**config.mk**
```make
export PLATFORM = sky130hd
export DESIGN_NAME = fetch_stage
export DESIGN_NICKNAME = d
export VERILOG_FILES = /design/src/rtl/rv_pkg.sv /design/src/rtl/fetch_stage_pc_reg.sv /design/src/rtl/fetch_stage.sv
export SDC_FILE = /design/constraint.sdc
export NUM_CORES = 1
export LEC_CHECK = 0
export ABC_AREA = 1
export BUFFER_PORTS_ARGS = -buffer_cell sky130_fd_sc_hd__buf_4
export CAP_MARGIN = 40
export CELL_PAD_IN_SITES_DETAIL_PLACEMENT = 2
export CELL_PAD_IN_SITES_GLOBAL_PLACEMENT = 2
export CORE_ASPECT_RATIO = 0.75
export CORE_MARGIN = 2
export CORE_UTILIZATION = 24
export DETAILED_ROUTE_END_ITERATION = 6
export PLACE_DENSITY_LB_ADDON = 0.2
export RECOVER_POWER = 50
export SYNTH_ARGS = -nofsm -noshare
export SYNTH_HDL_FRONTEND = slang
export SYNTH_HIERARCHICAL = 1
export SYNTH_SLANG_ARGS = --single-unit
```
**constraint.sdc**
```tcl
create_clock -name clk -period 1.5 [get_ports clk]
set_input_delay 0.075 -clock clk [delete_from_list [all_inputs] [get_ports clk]]
set_output_delay 0.075 -clock clk [all_outputs]
set_load 0.02 [all_outputs]
```
**src/rtl/rv_pkg.sv**
```systemverilog
// rv_pkg: shared fetch states, reset PC, instruction field positions and opcodes
package rv_pkg;
    typedef enum logic [1:0] {S_REQ, S_WAIT, S_WAIT_DROP} fetch_state_t;
    localparam logic [31:0] RESET_PC_DEFAULT = 32'h0000_0000;
    localparam int OPCODE_LSB = 0;
    localparam int RD_LSB     = 7;
    localparam int FUNCT3_LSB = 12;
    localparam int RS1_LSB    = 15;
    localparam int RS2_LSB    = 20;
    localparam int FUNCT7_LSB = 25;
    localparam logic [6:0] R_TYPE = 7'b0110011;
    localparam logic [6:0] I_TYPE = 7'b0010011;
    localparam logic [6:0] B_TYPE = 7'b1100011;
endpackage

```
**src/rtl/fetch_stage_pc_reg.sv**
```systemverilog
// pc_reg: program counter with reset, sequential increment and word-aligned redirect
module pc_reg #(
    parameter int XLEN = 32,
    parameter logic [XLEN-1:0] RESET_PC = '0
) (
    input  logic            clk,
    input  logic            rst,
    input  logic            inc,
    input  logic            redirect_valid,
    input  logic [XLEN-1:0] redirect_target,
    output logic [XLEN-1:0] pc
);
    logic [XLEN-1:0] pc_q, pc_d;
    always_comb begin
        pc_d = redirect_valid ? {redirect_target[XLEN-1:2], 2'b00} : inc ? pc_q + XLEN'(4) : pc_q;
    end
    always_ff @(posedge clk) begin
        if (rst) pc_q <= RESET_PC;
        else     pc_q <= pc_d;
    end
    assign pc = pc_q;
endmodule

```
**src/rtl/fetch_stage.sv**
```systemverilog
// fetch_stage: single-outstanding instruction fetch with one-entry output buffer and redirect drop
module fetch_stage import rv_pkg::*; #(
    parameter int XLEN = 32,
    parameter logic [XLEN-1:0] RESET_PC = XLEN'(RESET_PC_DEFAULT)
) (
    input  logic            clk,
    input  logic            rst,
    output logic            imem_req_valid,
    input  logic            imem_req_ready,
    output logic [XLEN-1:0] imem_req_addr,
    input  logic            imem_resp_valid,
    input  logic [31:0]     imem_resp_data,
    input  logic            redirect_valid,
    input  logic [XLEN-1:0] redirect_target,
    output logic            instr_valid,
    input  logic            instr_ready,
    output logic [31:0]     instr,
    output logic [XLEN-1:0] instr_pc,
    output logic [XLEN-1:0] instr_pc_plus4,
    output logic [6:0]      opcode,
    output logic [2:0]      funct3,
    output logic [6:0]      funct7,
    output logic [4:0]      rd,
    output logic [4:0]      rs1,
    output logic [4:0]      rs2
);
    fetch_state_t    state_q, state_d;
    logic            valid_q, valid_d;
    logic [31:0]     instr_q, instr_d;
    logic [XLEN-1:0] ipc_q, ipc_d, ipc4_q, ipc4_d, pc;
    logic            req, hs, resp, load;

    pc_reg #(.XLEN(XLEN), .RESET_PC(RESET_PC)) u_pc (
        .clk(clk), .rst(rst), .inc(hs),
        .redirect_valid(redirect_valid), .redirect_target(redirect_target), .pc(pc)
    );

    // pc already points past the in-flight request, so the buffered address is pc-4
    always_comb begin
        req     = state_q == S_REQ && !rst && (!valid_q || instr_ready);
        hs      = req && imem_req_ready;
        resp    = state_q != S_REQ && imem_resp_valid;
        load    = state_q == S_WAIT && imem_resp_valid && !redirect_valid;
        state_d = resp ? S_REQ
                : hs ? (redirect_valid ? S_WAIT_DROP : S_WAIT)
                : (state_q == S_WAIT && redirect_valid) ? S_WAIT_DROP : state_q;
        valid_d = !redirect_valid && (load || (valid_q && !instr_ready));
        instr_d = load ? imem_resp_data : instr_q;
        ipc_d   = load ? pc - XLEN'(4) : ipc_q;
        ipc4_d  = load ? pc : ipc4_q;
    end

    always_ff @(posedge clk) begin
        if (rst) begin
            state_q <= S_REQ;
            valid_q <= 1'b0;
            instr_q <= '0;
            ipc_q   <= '0;
            ipc4_q  <= '0;
        end else begin
            state_q <= state_d;
            valid_q <= valid_d;
            instr_q <= instr_d;
            ipc_q   <= ipc_d;
            ipc4_q  <= ipc4_d;
        end
    end

    assign imem_req_valid = req;
    assign imem_req_addr  = pc;
    assign instr_valid    = valid_q;
    assign instr          = instr_q;
    assign instr_pc       = ipc_q;
    assign instr_pc_plus4 = ipc4_q;
    assign opcode = instr_q[OPCODE_LSB +: 7];
    assign rd     = instr_q[RD_LSB +: 5];
    assign funct3 = instr_q[FUNCT3_LSB +: 3];
    assign rs1    = instr_q[RS1_LSB +: 5];
    assign rs2    = instr_q[RS2_LSB +: 5];
    assign funct7 = instr_q[FUNCT7_LSB +: 7];
endmodule
```
==> qor.yml, run 1 <==
run_status:
  status: "finished, violations left"
  failed_checks: "setup timing"
critical_path:
  critPathTopFamily: "simple AND/OR/NAND/NOR gates"
  rr_worst_depth: 8
  cp_slowest_cell: "dfxtp_2"
  crit_fanout: 6
  arrival_ns: 2.05
  cp.depth: 8
  path_cells: "or2_4, nor3_4, nand2_2, clkinv_4, buf_6, nand2_1, a21oi_2, nor2_1"
  cp-start-kind: "flop"
  worstPathRequired_ns: 1.82
  critPathKind: "flop to flop"
  crit_path_max_incr_delay_ns: 0.35
  end_kind: "flop"
  cp_num_buf_inv: 2
layout:
  insertedDiodeCount: 0
  layout.nets: 1458
  fillerInstances: 3065
  drive_gt1_share_pct: 42.8
  layout_common_cells: "buf_4, nand2_1, nor2_1"
  area_delta_synth_final_pct: 82.1
  final_common_cell: "buf_4"
  final_cells: 1750
global_routing:
  gr-usage-all-layers_pct: 24.4
  grt_pass1_wl_um: 53700
  grt_pass1_vias: 8916
  antenna_found_initial: 0
  gr-total-overflow: 0
  grt_max_degree: 72
power:
  power_frac_clock_pct: 41.9
  p_total_uw: 10100
  peakVddDrop_uv: 881
  swShare_pct: 30.7
  switching_power_uw: 3090
  p_seq_share_pct: 35.9
  power.density_nw_per_um2: 843
  intPower_uw: 6990
  p_comb_share_pct: 22.1
  p_leak_uw: 0.00517
clock_tree:
  cts_tree: "yes"
  cts-root-buf: "clkbuf_16"
  clock-sinks: 127
  clkLatencyLatePin_ns: 0.44
  path_clk_slew_ns: 0.06
  cts-htree-levels: 4
  cts_buffers: 17
  cts_buffer_depth: 2
drt:
  vias: 8276
  drtPass1Iterations: 4
  viasPerCell: 4.73
  drt-total-wl_um: 38300
  first_iter_violations: 286
  wl_per_cell_um: 21.9
  route.antenna.remaining_nets: 0
  drc: 0
floorplan:
  num_rows: 52
  die_h_um: 147
  initial_core_util_pct: 24.4
  dieArea_um2: 28700
  core_region_area_um2: 26900
  ios: 232
  die_x_um: 195
logic_synthesis:
  synth_area_per_cell_um2: 6.81
  yosysTopAreaCell: "dfxtp_1"
  yosys_warnings: 6
  synth_area_leaders: "dfxtp_1, nor2_1, nand2_1, nand3_1, o21ai_0"
  synth_area_um2: 6570
  ys_seq_elements: 127
  ys_types: 35
  yosysSeqAreaShare_pct: 38.7
  synth_top_area_share_pct: 38.7
  syn_inst: 964
sta:
  rsz0062_at_grt: "yes"
  finalHoldViolCount: 0
  period_share_pct: 115
  finalSetupViolCount: 100
  fin_crit_ns: 1.72
  clock_skew_ns: 0.00963
  setup_ws_ns: -0.224
  clock.fmax_ghz: 0.580
  setup_tns_ns: -8.29
  report.final.slew_viol_count: 0
job:
  maxCapViolCount: 0
worst_hold_path:
  hold_path.class: "input pin to flop"
  holdPathStages: 3
placement:
  hpwl_um: 22900
  portBuffers: 227
  place_congestion: 0.807
  dp_cells: 1611
## per-layer routing
layer  share of wire (%)  up-vias  GRT usage (%)
li1                    -     3925              -
met1                  45     4135           32.0
met5                   0        -              0
met3                 3.4       43           3.95
met4                 2.0        0           5.34
met2                  49      173           42.3
## cell families (layout without fill, tap and decap cells)
family	count (synthesis)	after routing	synth area share [%]
AO/OA/AOI/OAI	163	163	13.9
XOR/XNOR	10	10	1.33
adder cells (fa/ha/maj)	2	2	0.381
buffers and inverters	153	587	11.6
flip-flops	127	127	38.7
other	1	2	0.0571
AND/OR/NAND/NOR	508	508	34.1
## cells in the mapped netlist
master    instances
inv_2             4
and2_1            3
xor2_1           10
buf_6             1
nand2_4           2
a21oi_2           3
nor3_2            1
nand2_1         183
buf_4            42
clkinv_1          3
nor3_1            3
nor2_2            7
dfxtp_1         127
or2_1             3
buf_2            16
o21ai_0          77
nand2_2          12
nand3_4           1
ha_1              2
o21ai_1           2
buf_1             2
a31oi_1          15
clkbuf_1         15
a22oi_1          20
nor2_1          194
a21oi_1          40
or2_2             2
o21bai_1          5
conb_1            1
a211oi_1          1
nand4_1           4
nand3_1          77
nand3_2           2
inv_1            70
nor2_4           14
## worst reg2reg max path: cells and delay by family, from the launching register on
| family | cells | cell delay [ns] |
|---|---|---|
| buf+inv | 2 | 0.27 |
| simple gates | 5 | 0.82 |
| flops | 1 | 0.35 |
| compound gates | 1 | 0.18 |
## through the flow
step / hold WS [ns] / area, um^2 / setup WS [ns] / util [%]
2_1_floorplan: 0.240 / 6670 / -0.145 / -
5_1_grt: 0.0546 / 12000 / -0.334 / 44.4
3_3_place_gp: 0.325 / 9490 / -0.191 / 35.2
3_5_place_dp: 0.339 / 9490 / -0.258 / 35.2
6_report: 0.0504 / 12000 / -0.224 / 44.4
4_1_cts: 0.0480 / 11400 / -0.183 / 42.2
## path summary, 6_finish.rpt
check	startpoint	end	slack, ns
worst max-delay path	state_q[0]$_SDFFE_PP0P_	state_q[1]$_SDFFE_PP0P_	-0.22
worst min-delay path	redirect_target[5]	u_pc/pc[5]$_SDFFE_PP0P_	0.05
worst max register to register	state_q[0]$_SDFFE_PP0P_	state_q[1]$_SDFFE_PP0P_	-0.22
worst min register to register	instr_pc_plus4[22]$_SDFFE_PP0P_	instr_pc_plus4[22]$_SDFFE_PP0P_	0.47
## final cells by class
type | instances | area [um^2] | area share (%)
Sequential cell | 127 | 2580 | 21.6
Clock buffer | 21 | 460 | 3.85
Clock inverter | 11 | 115 | 0.963
Multi-Input combinational cell | 685 | 4080 | 34.1
Timing Repair inverter | 1 | 8.76 | 0.0732
Inverter | 77 | 339 | 2.84
Timing Repair Buffer | 477 | 3940 | 32.9
Tap cell | 351 | 439 | 3.67
## power by group through the flow
stage | Clock, uW | Combinational [uW] | Sequential [uW]
finish | 4230 | 2230 | 3620
global route | 4450 | 2380 | 3640
CTS | 4250 | 1960 | 3610
detailed placement | 0 | 1630 | 3670
global placement | 0 | 1600 | 3670
floorplan | 0 | 638 | 3760
## timing repair
item | CTS | global route
endpoints found under the hold margin | 63 | 0
setup buffers | 15 | 21
cloned | 6 | 9
pin swaps | 38 | 68
hold buffers | 62 | 0
setup endpoints to repair | 95 | 123
resized for setup | 131 | 198
Note: power is estimated with default switching activity, not from simulation.
==> inputs of run 2 (changes only) <==
ABC_AREA = unset   (was 1)
==> qor.yml, run 2 <==
run_status:
  status: "finished, violations left"
  failed_checks: "hold timing, setup timing"
worst_hold_path:
  hold_path.class: "input pin to flop"
  hp-start: "redirect_target[31]"
floorplan:
  die_x_um: 188  # -3.5%
  dieArea_um2: 26700  # -6.9%
  ios: 232  # unchanged
  die_h_um: 142  # -3.5%
  num_rows: 50  # -3.8%
  core_region_area_um2: 25000  # -7.3%
  initial_core_util_pct: 24.4  # +0.064 points
power:
  peakVddDrop_uv: 785  # -11%
  intPower_uw: 6540  # -6.4%
  p_total_uw: 9340  # -7.4%
  p_leak_uw: 0.00439  # -15%
  p_seq_share_pct: 37.9  # +2.0 points
  power_frac_clock_pct: 41.0  # -0.9 points
  switching_power_uw: 2800  # -9.5%
  p_comb_share_pct: 21.2  # -0.9 points
  swShare_pct: 30.0  # -0.71 points
  power.density_nw_per_um2: 825  # -2.2%
drt:
  drt-total-wl_um: 37500  # -2.0%
  dr.max_layer_used: "met4"
  vias: 7735  # -6.5%
  viasPerCell: 5.13  # +8.5%
  met2WireLength_um: 19100  # +1.2%
  wl_met3_um: 1520  # +17%
  drc: 0  # unchanged
  m1WireLength_um: 15700  # -9.4%
  wl_per_cell_um: 24.9  # +14%
  first_iter_violations: 337  # +18%
  route.antenna.remaining_nets: 0  # unchanged
  drtPass1Iterations: 5  # +1
sta:
  finalSetupViolCount: 125  # +25%
  setup_ws_ns: -0.862  # -0.638 ns
  rsz0062_at_grt: "yes"
  clock.fmax_ghz: 0.423  # -27%
  finalHoldViolCount: 1  # +1
  hold-worst-slack_ns: -0.00974  # -0.0602 ns
  report.final.slew_viol_count: 0  # unchanged
  clock_skew_ns: 0.0157  # +0.00607 ns
  fin_crit_ns: 2.36  # +0.638 ns
  tightest_slew_ns: 0.813
  period_share_pct: 157  # +43 points
  slew_headroom_pct: 45.8
logic_synthesis:
  yosysTopAreaCell: "dfxtp_1"
  synth_area_per_cell_um2: 7.86  # +15%
  synth_top_area_share_pct: 41.7  # +3.0 points
  yosys.area_share.adder_pct: 0.410  # +0.029 points
  synth_xor_area_share_pct: 3.01  # +1.7 points
  synth_area_um2: 6100  # -7.1%
  synth-main-ff-cell: "dfxtp_1"
  synth_top_family_by_area: "simple AND/OR/NAND/NOR gates"
  ys_seq_elements: 127  # unchanged
  muxShareOfSynthArea_pct: 0.164  # +0.16 points
  ys_types: 58  # +66%
  synthTopCellsByCount: "nand2_1, dfxtp_1, a21oi_1"
  synth-compound-area-share_pct: 18.6  # +4.7 points
  yosys.area_share.simple_pct: 27.4  # -6.7 points
  ys_async_sr_fraction_pct: 0  # unchanged
  yosysMostFrequentCell: "nand2_1"
  yosys_warnings: 6  # unchanged
  syn_inst: 776  # -20%
  synth-edff-count: 0  # unchanged
  synth_area_leaders: "dfxtp_1, nand2_1, a21oi_1, buf_4, clkbuf_1"
  yosysSeqAreaShare_pct: 41.7  # +3.0 points
critical_path:
  rrSetupSlack_ns: -0.86  # -0.64 ns
  critPathTopFamily: "simple AND/OR/NAND/NOR gates"
  crit_fanout: 4  # -2
  crit_start: "u_pc/pc[12]$_SDFFE_PP0P_"
  cp.depth: 7  # -1
  path_cells: "or4_4, buf_6, buf_6, buf_6, or4_4, o31ai_4, a21oi_1"
  critPathKind: "flop to flop"
  r2r_start: "u_pc/pc[12]$_SDFFE_PP0P_"
  rr_worst_depth: 7  # -1
  cp_slowest_cell: "or4_4"
  reg2reg_to: "instr_pc[20]$_SDFFE_PP0P_"
  cp_num_buf_inv: 3  # +1
  worstPathRequired_ns: 1.78  # -0.04 ns
  cp-endpoint: "instr_pc[20]$_SDFFE_PP0P_"
  crit_path_max_incr_delay_ns: 0.59  # +0.24 ns
  arrival_ns: 2.64  # +0.59 ns
  cp-start-kind: "flop"
  end_kind: "flop"
  cpMostUsedCell: "buf_6"
global_routing:
  grt_pass1_vias: 7891  # -11%
  grt_pass1_wl_um: 47400  # -12%
  gr-total-overflow: 0  # unchanged
  gr-usage-all-layers_pct: 22.8  # -1.6 points
  antenna_found_initial: 0  # unchanged
  grt_max_degree: 53  # -26%
clock_tree:
  clkLatencyLatePin_ns: 0.42  # -0.02 ns
  cts-root-buf: "clkbuf_16"
  cts_buffer_depth: 2  # unchanged
  clock-sinks: 127  # unchanged
  cts_buffers: 17  # unchanged
  cts_tree: "yes"
  cts-htree-levels: 4  # unchanged
  path_clk_slew_ns: 0.06  # about the same
layout:
  layout.nets: 1232  # -16%
  layout_common_cells: "buf_4, nand2_1, dfxtp_1"
  final_util_pct: 45.4  # +0.97 points
  area_delta_synth_final_pct: 85.6
  final_cells: 1508  # -14%
  final_common_cell: "buf_4"
  insertedDiodeCount: 0  # unchanged
  drive_gt1_share_pct: 48.5  # +5.7 points
placement:
  hpwl_um: 20200  # -12%
  dp_cells: 1380  # -14%
  portBuffers: 227  # unchanged
  place_congestion: 0.796  # -1.3%
job:
  maxCapViolCount: 0  # unchanged
run 2: area by class of cell:
cell class                      instances  area [um^2]
Clock buffer                           23          478
Clock inverter                          6         36.3
Fill cell                            2704        13600
Inverter                               11         43.8
Multi-Input combinational cell        548         3950
Sequential cell                       127         2610
Tap cell                              338          423
Timing Repair Buffer                  455         3780
run 2: cells by family after synthesis:
group	after synthesis
AO/OA/AOI/OAI	188
XOR/XNOR	21
adder cells (fa/ha/maj)	2
buffers and inverters	102
flip-flops	127
multiplexers	1
other	1
AND/OR/NAND/NOR	334
run 2: power by group through the flow:
stage	Sequential (uW)	Combinational [uW]	Clock (uW)
2_1_floorplan	3740	506	0
3_3_place_gp	3580	1390	0
3_5_place_dp	3580	1410	0
4_1_cts	3520	1680	3820
5_1_grt	3540	2070	4050
6_report	3540	1980	3830
run 2: worst min-delay path by stage:
stage               cells after the start                       end
global route                            3   u_pc/pc[8]$_SDFFE_PP0P_
finish                                  3  u_pc/pc[31]$_SDFFE_PP0P_
detailed placement                      3    instr[27]$_SDFFE_PP0P_
floorplan                               2   u_pc/pc[2]$_SDFFE_PP0P_
global placement                        3    instr[11]$_SDFFE_PP0P_
CTS                                     3  u_pc/pc[21]$_SDFFE_PP0P_
run 2: metal layers:
layer	track usage [%]	vias up
li1	-	3510
met1	28.2	3931
met2	40.8	228
met3	4.91	66
met4	5.10	0
met5	0	-
run 2: through the flow:
step	worst slack [ns]	TNS (ns)	area, um^2
floorplan	-0.842	-15.97	6370
global placement	-0.824	-26.19	9000
detailed placement	-0.863	-30.20	9000
CTS	-0.708	-24.78	10600
global route	-0.944	-50.01	11300
finish	-0.862	-40.42	11300
run 2: worst min-delay path, delay by kind of cell:
family | cells | cell delay [ns]
buffers and inverters | 1 | 0.08
AOI/OAI and AO/OA | 2 | 0.21
run 2: what timing repair did:
action,in CTS,in global routing
pin swaps,47,39
hold endpoints to repair,44,1
resized for setup,93,183
gates cloned,2,9
buffers inserted,22,33
endpoints found under the setup margin,118,123
hold buffers,43,1
==> inputs of run 3 (changes only) <==
clock period = 1.9 ns   (was 1.5 ns; I/O delays follow)
==> qor.yml, run 3 (synthesized netlist as in run 2, its figures left out) <==
power:
  intPower_uw: 5390  # -18%
  power_frac_clock_pct: 44.4  # +3.4 points
  p_seq_share_pct: 37.1  # -0.8 points
  swShare_pct: 28.3  # -1.7 points
  p_comb_share_pct: 18.4  # -2.8 points
  p_leak_uw: 0.00379  # -14%
  switching_power_uw: 2130  # -24%
  peakVddDrop_uv: 625  # -20%
  p_total_uw: 7520  # -20%
  power.density_nw_per_um2: 742  # -10%
critical_path:
  cp_num_buf_inv: 0  # -3
  crit_start: "u_pc/pc[2]$_SDFFE_PP0P_"
  cp-start-kind: "flop"
  worstPathRequired_ns: 2.23  # +0.45 ns
  critPathTopFamily: "simple AND/OR/NAND/NOR gates"
  path_cells: "or4_4, or4_4, or4_1, a311oi_2"
  cpMostUsedCell: "or4_4"
  end_kind: "flop"
  crit_fanout: 4  # unchanged
  rr_worst_depth: 4  # -3
  rrSetupSlack_ns: -0.37  # +0.50 ns
  reg2reg_to: "instr_pc[27]$_SDFFE_PP0P_"
  crit_path_max_incr_delay_ns: 0.54  # -0.05 ns
  arrival_ns: 2.60  # -0.04 ns
  r2r_start: "u_pc/pc[2]$_SDFFE_PP0P_"
  critPathKind: "flop to flop"
  cp.depth: 4  # -3
  cp_slowest_cell: "or4_4"
  cp-endpoint: "instr_pc[27]$_SDFFE_PP0P_"
clock_tree:
  cts-root-buf: "clkbuf_16"
  path_clk_slew_ns: 0.07  # about the same
  cts-htree-levels: 4  # unchanged
  cts_buffer_depth: 2  # unchanged
  clkLatencyLatePin_ns: 0.44  # +0.02 ns
  cts_tree: "yes"
  cts_buffers: 17  # unchanged
  clock-sinks: 127  # unchanged
floorplan:
  initial_core_util_pct: 24.4  # unchanged
  num_rows: 50  # unchanged
  dieArea_um2: 26700  # unchanged
  die_x_um: 188  # unchanged
  core_region_area_um2: 25000  # unchanged
  ios: 232  # unchanged
  die_h_um: 142  # unchanged
layout:
  insertedDiodeCount: 0  # unchanged
  final_common_cell: "buf_4"
  layout_common_cells: "buf_4, nand2_1, clkbuf_1"
  layout.nets: 1191  # -3.3%
  drive_gt1_share_pct: 33.0  # -16 points
  area_delta_synth_final_pct: 66.2
  fillerInstances: 2846  # +5.3%
  fin_area_um2: 10100  # -10%
global_routing:
  grt_pass1_vias: 7436  # -5.8%
  grt_max_degree: 74  # +40%
  antenna_found_initial: 0  # unchanged
  gr-usage-all-layers_pct: 21.1  # -1.7 points
  gr-total-overflow: 0  # unchanged
  grt_pass1_wl_um: 43800  # -7.6%
sta:
  setup_tns_ns: -5.30  # +35.12 ns
  hold-worst-slack_ns: 0.00454  # +0.0143 ns
  clock_skew_ns: 0.0188  # +0.00312 ns
  clock.fmax_ghz: 0.441  # +4.2%
  rsz0062_at_grt: "yes"
  period_share_pct: 119  # -38 points
  fin_crit_ns: 2.27  # -0.0960 ns
  finalHoldViolCount: 0  # -1
  tightest_slew_ns: 0.682  # -0.131 ns
  setup_ws_ns: -0.366  # +0.496 ns
  slew_headroom_pct: 54.5  # +8.7 points
  finalSetupViolCount: 31  # -75%
  report.final.slew_viol_count: 0  # unchanged
run_status:
  status: "finished, violations left"
  failed_checks: "setup timing"
placement:
  place_congestion: 0.768  # -3.5%
  place_area_um2: 8650  # -4.0%
  post-place-ws_ns: -0.447  # +0.416 ns
  portBuffers: 227  # unchanged
  hpwl_um: 20100  # -0.52%
drt:
  viasPerCell: 5.02  # -2.1%
  wl_per_cell_um: 21.8  # -12%
  first_iter_violations: 342  # +1.5%
  drtPass1Iterations: 5  # unchanged
  drc: 0  # unchanged
  drt-total-wl_um: 32000  # -15%
  vias: 7382  # -4.6%
  route.antenna.remaining_nets: 0  # unchanged
job:
  maxCapViolCount: 0  # unchanged
worst_hold_path:
  hold_path.class: "input pin to flop"
==> run 3: changes by cell type in the layout (fill, tap and decap cells not counted), moves of 8 or more <==
cell / previous run / this run
buf_6: 41 / 17
buf_12: 19 / 9
a21oi_2: 48 / 2
clkbuf_1: 84 / 127
nand2_1: 121 / 156
a21oi_1: 42 / 88
nand2_2: 34 / 1
buf_4: 256 / 210
o21ai_0: 18 / 26
==> run 3: stage by stage <==
stage / util, % / cells
2_1_floorplan: - / 777
3_3_place_gp: 34.6 / 1355
3_5_place_dp: 34.6 / 1355
4_1_cts: 40.1 / 1445
5_1_grt: 40.6 / 1470
6_report: 40.6 / 1470
==> run 3: area by class of cell <==
| class | instances | area, um^2 | area share (%) |
|---|---|---|---|
| Timing Repair Buffer | 414 | 2970 | 29.3 |
| Sequential cell | 127 | 2590 | 25.6 |
| Clock buffer | 22 | 474 | 4.68 |
| Inverter | 11 | 43.8 | 0.432 |
| Multi-Input combinational cell | 548 | 3520 | 34.7 |
| Tap cell | 338 | 423 | 4.17 |
| Clock inverter | 10 | 111 | 1.10 |
==> run 3: worst min-delay path, cell delays in order <==
cell and delay, ns:
buf_4 0.11, nor2_1 0.12, a211oi_2 0.07
==> run 3: timing repair <==
action | CTS | global route
setup endpoints to repair | 44 | 42
buffers inserted | 10 | 30
hold endpoints to repair | 49 | 0
pin swaps | 28 | 32
hold buffers | 48 | 0
resized for setup | 54 | 78
==> run 3: how the worst min path moves through the flow <==
stage | from | endpoint | cells past startpoint
floorplan | redirect_target[2] | u_pc/pc[2]$_SDFFE_PP0P_ | 2
global placement | imem_resp_data[28] | instr[28]$_SDFFE_PP0P_ | 3
detailed placement | imem_resp_data[16] | instr[16]$_SDFFE_PP0P_ | 3
CTS | redirect_target[12] | u_pc/pc[12]$_SDFFE_PP0P_ | 3
global route | redirect_target[8] | u_pc/pc[8]$_SDFFE_PP0P_ | 3
finish | redirect_target[8] | u_pc/pc[8]$_SDFFE_PP0P_ | 3
==> run 3: layer usage <==
| layer | GRT usage, % | part of all wire, % | vias to the layer above |
|---|---|---|---|
| li1 | - | - | 3415 |
| met1 | 26.4 | 43 | 3724 |
| met2 | 36.3 | 49 | 198 |
| met3 | 5.15 | 5.3 | 45 |
| met4 | 5.97 | 2.3 | 0 |
| met5 | 0 | 0 | - |
==> run 3: power groups by stage <==
stage          Clock, uW  Combinational [uW]  Sequential [uW]
6_report            3340                1390             2790
5_1_grt             3560                1470             2800
4_1_cts             3400                1240             2780
3_5_place_dp           0                1070             2840
3_3_place_gp           0                1060             2830
2_1_floorplan          0                 389             2960
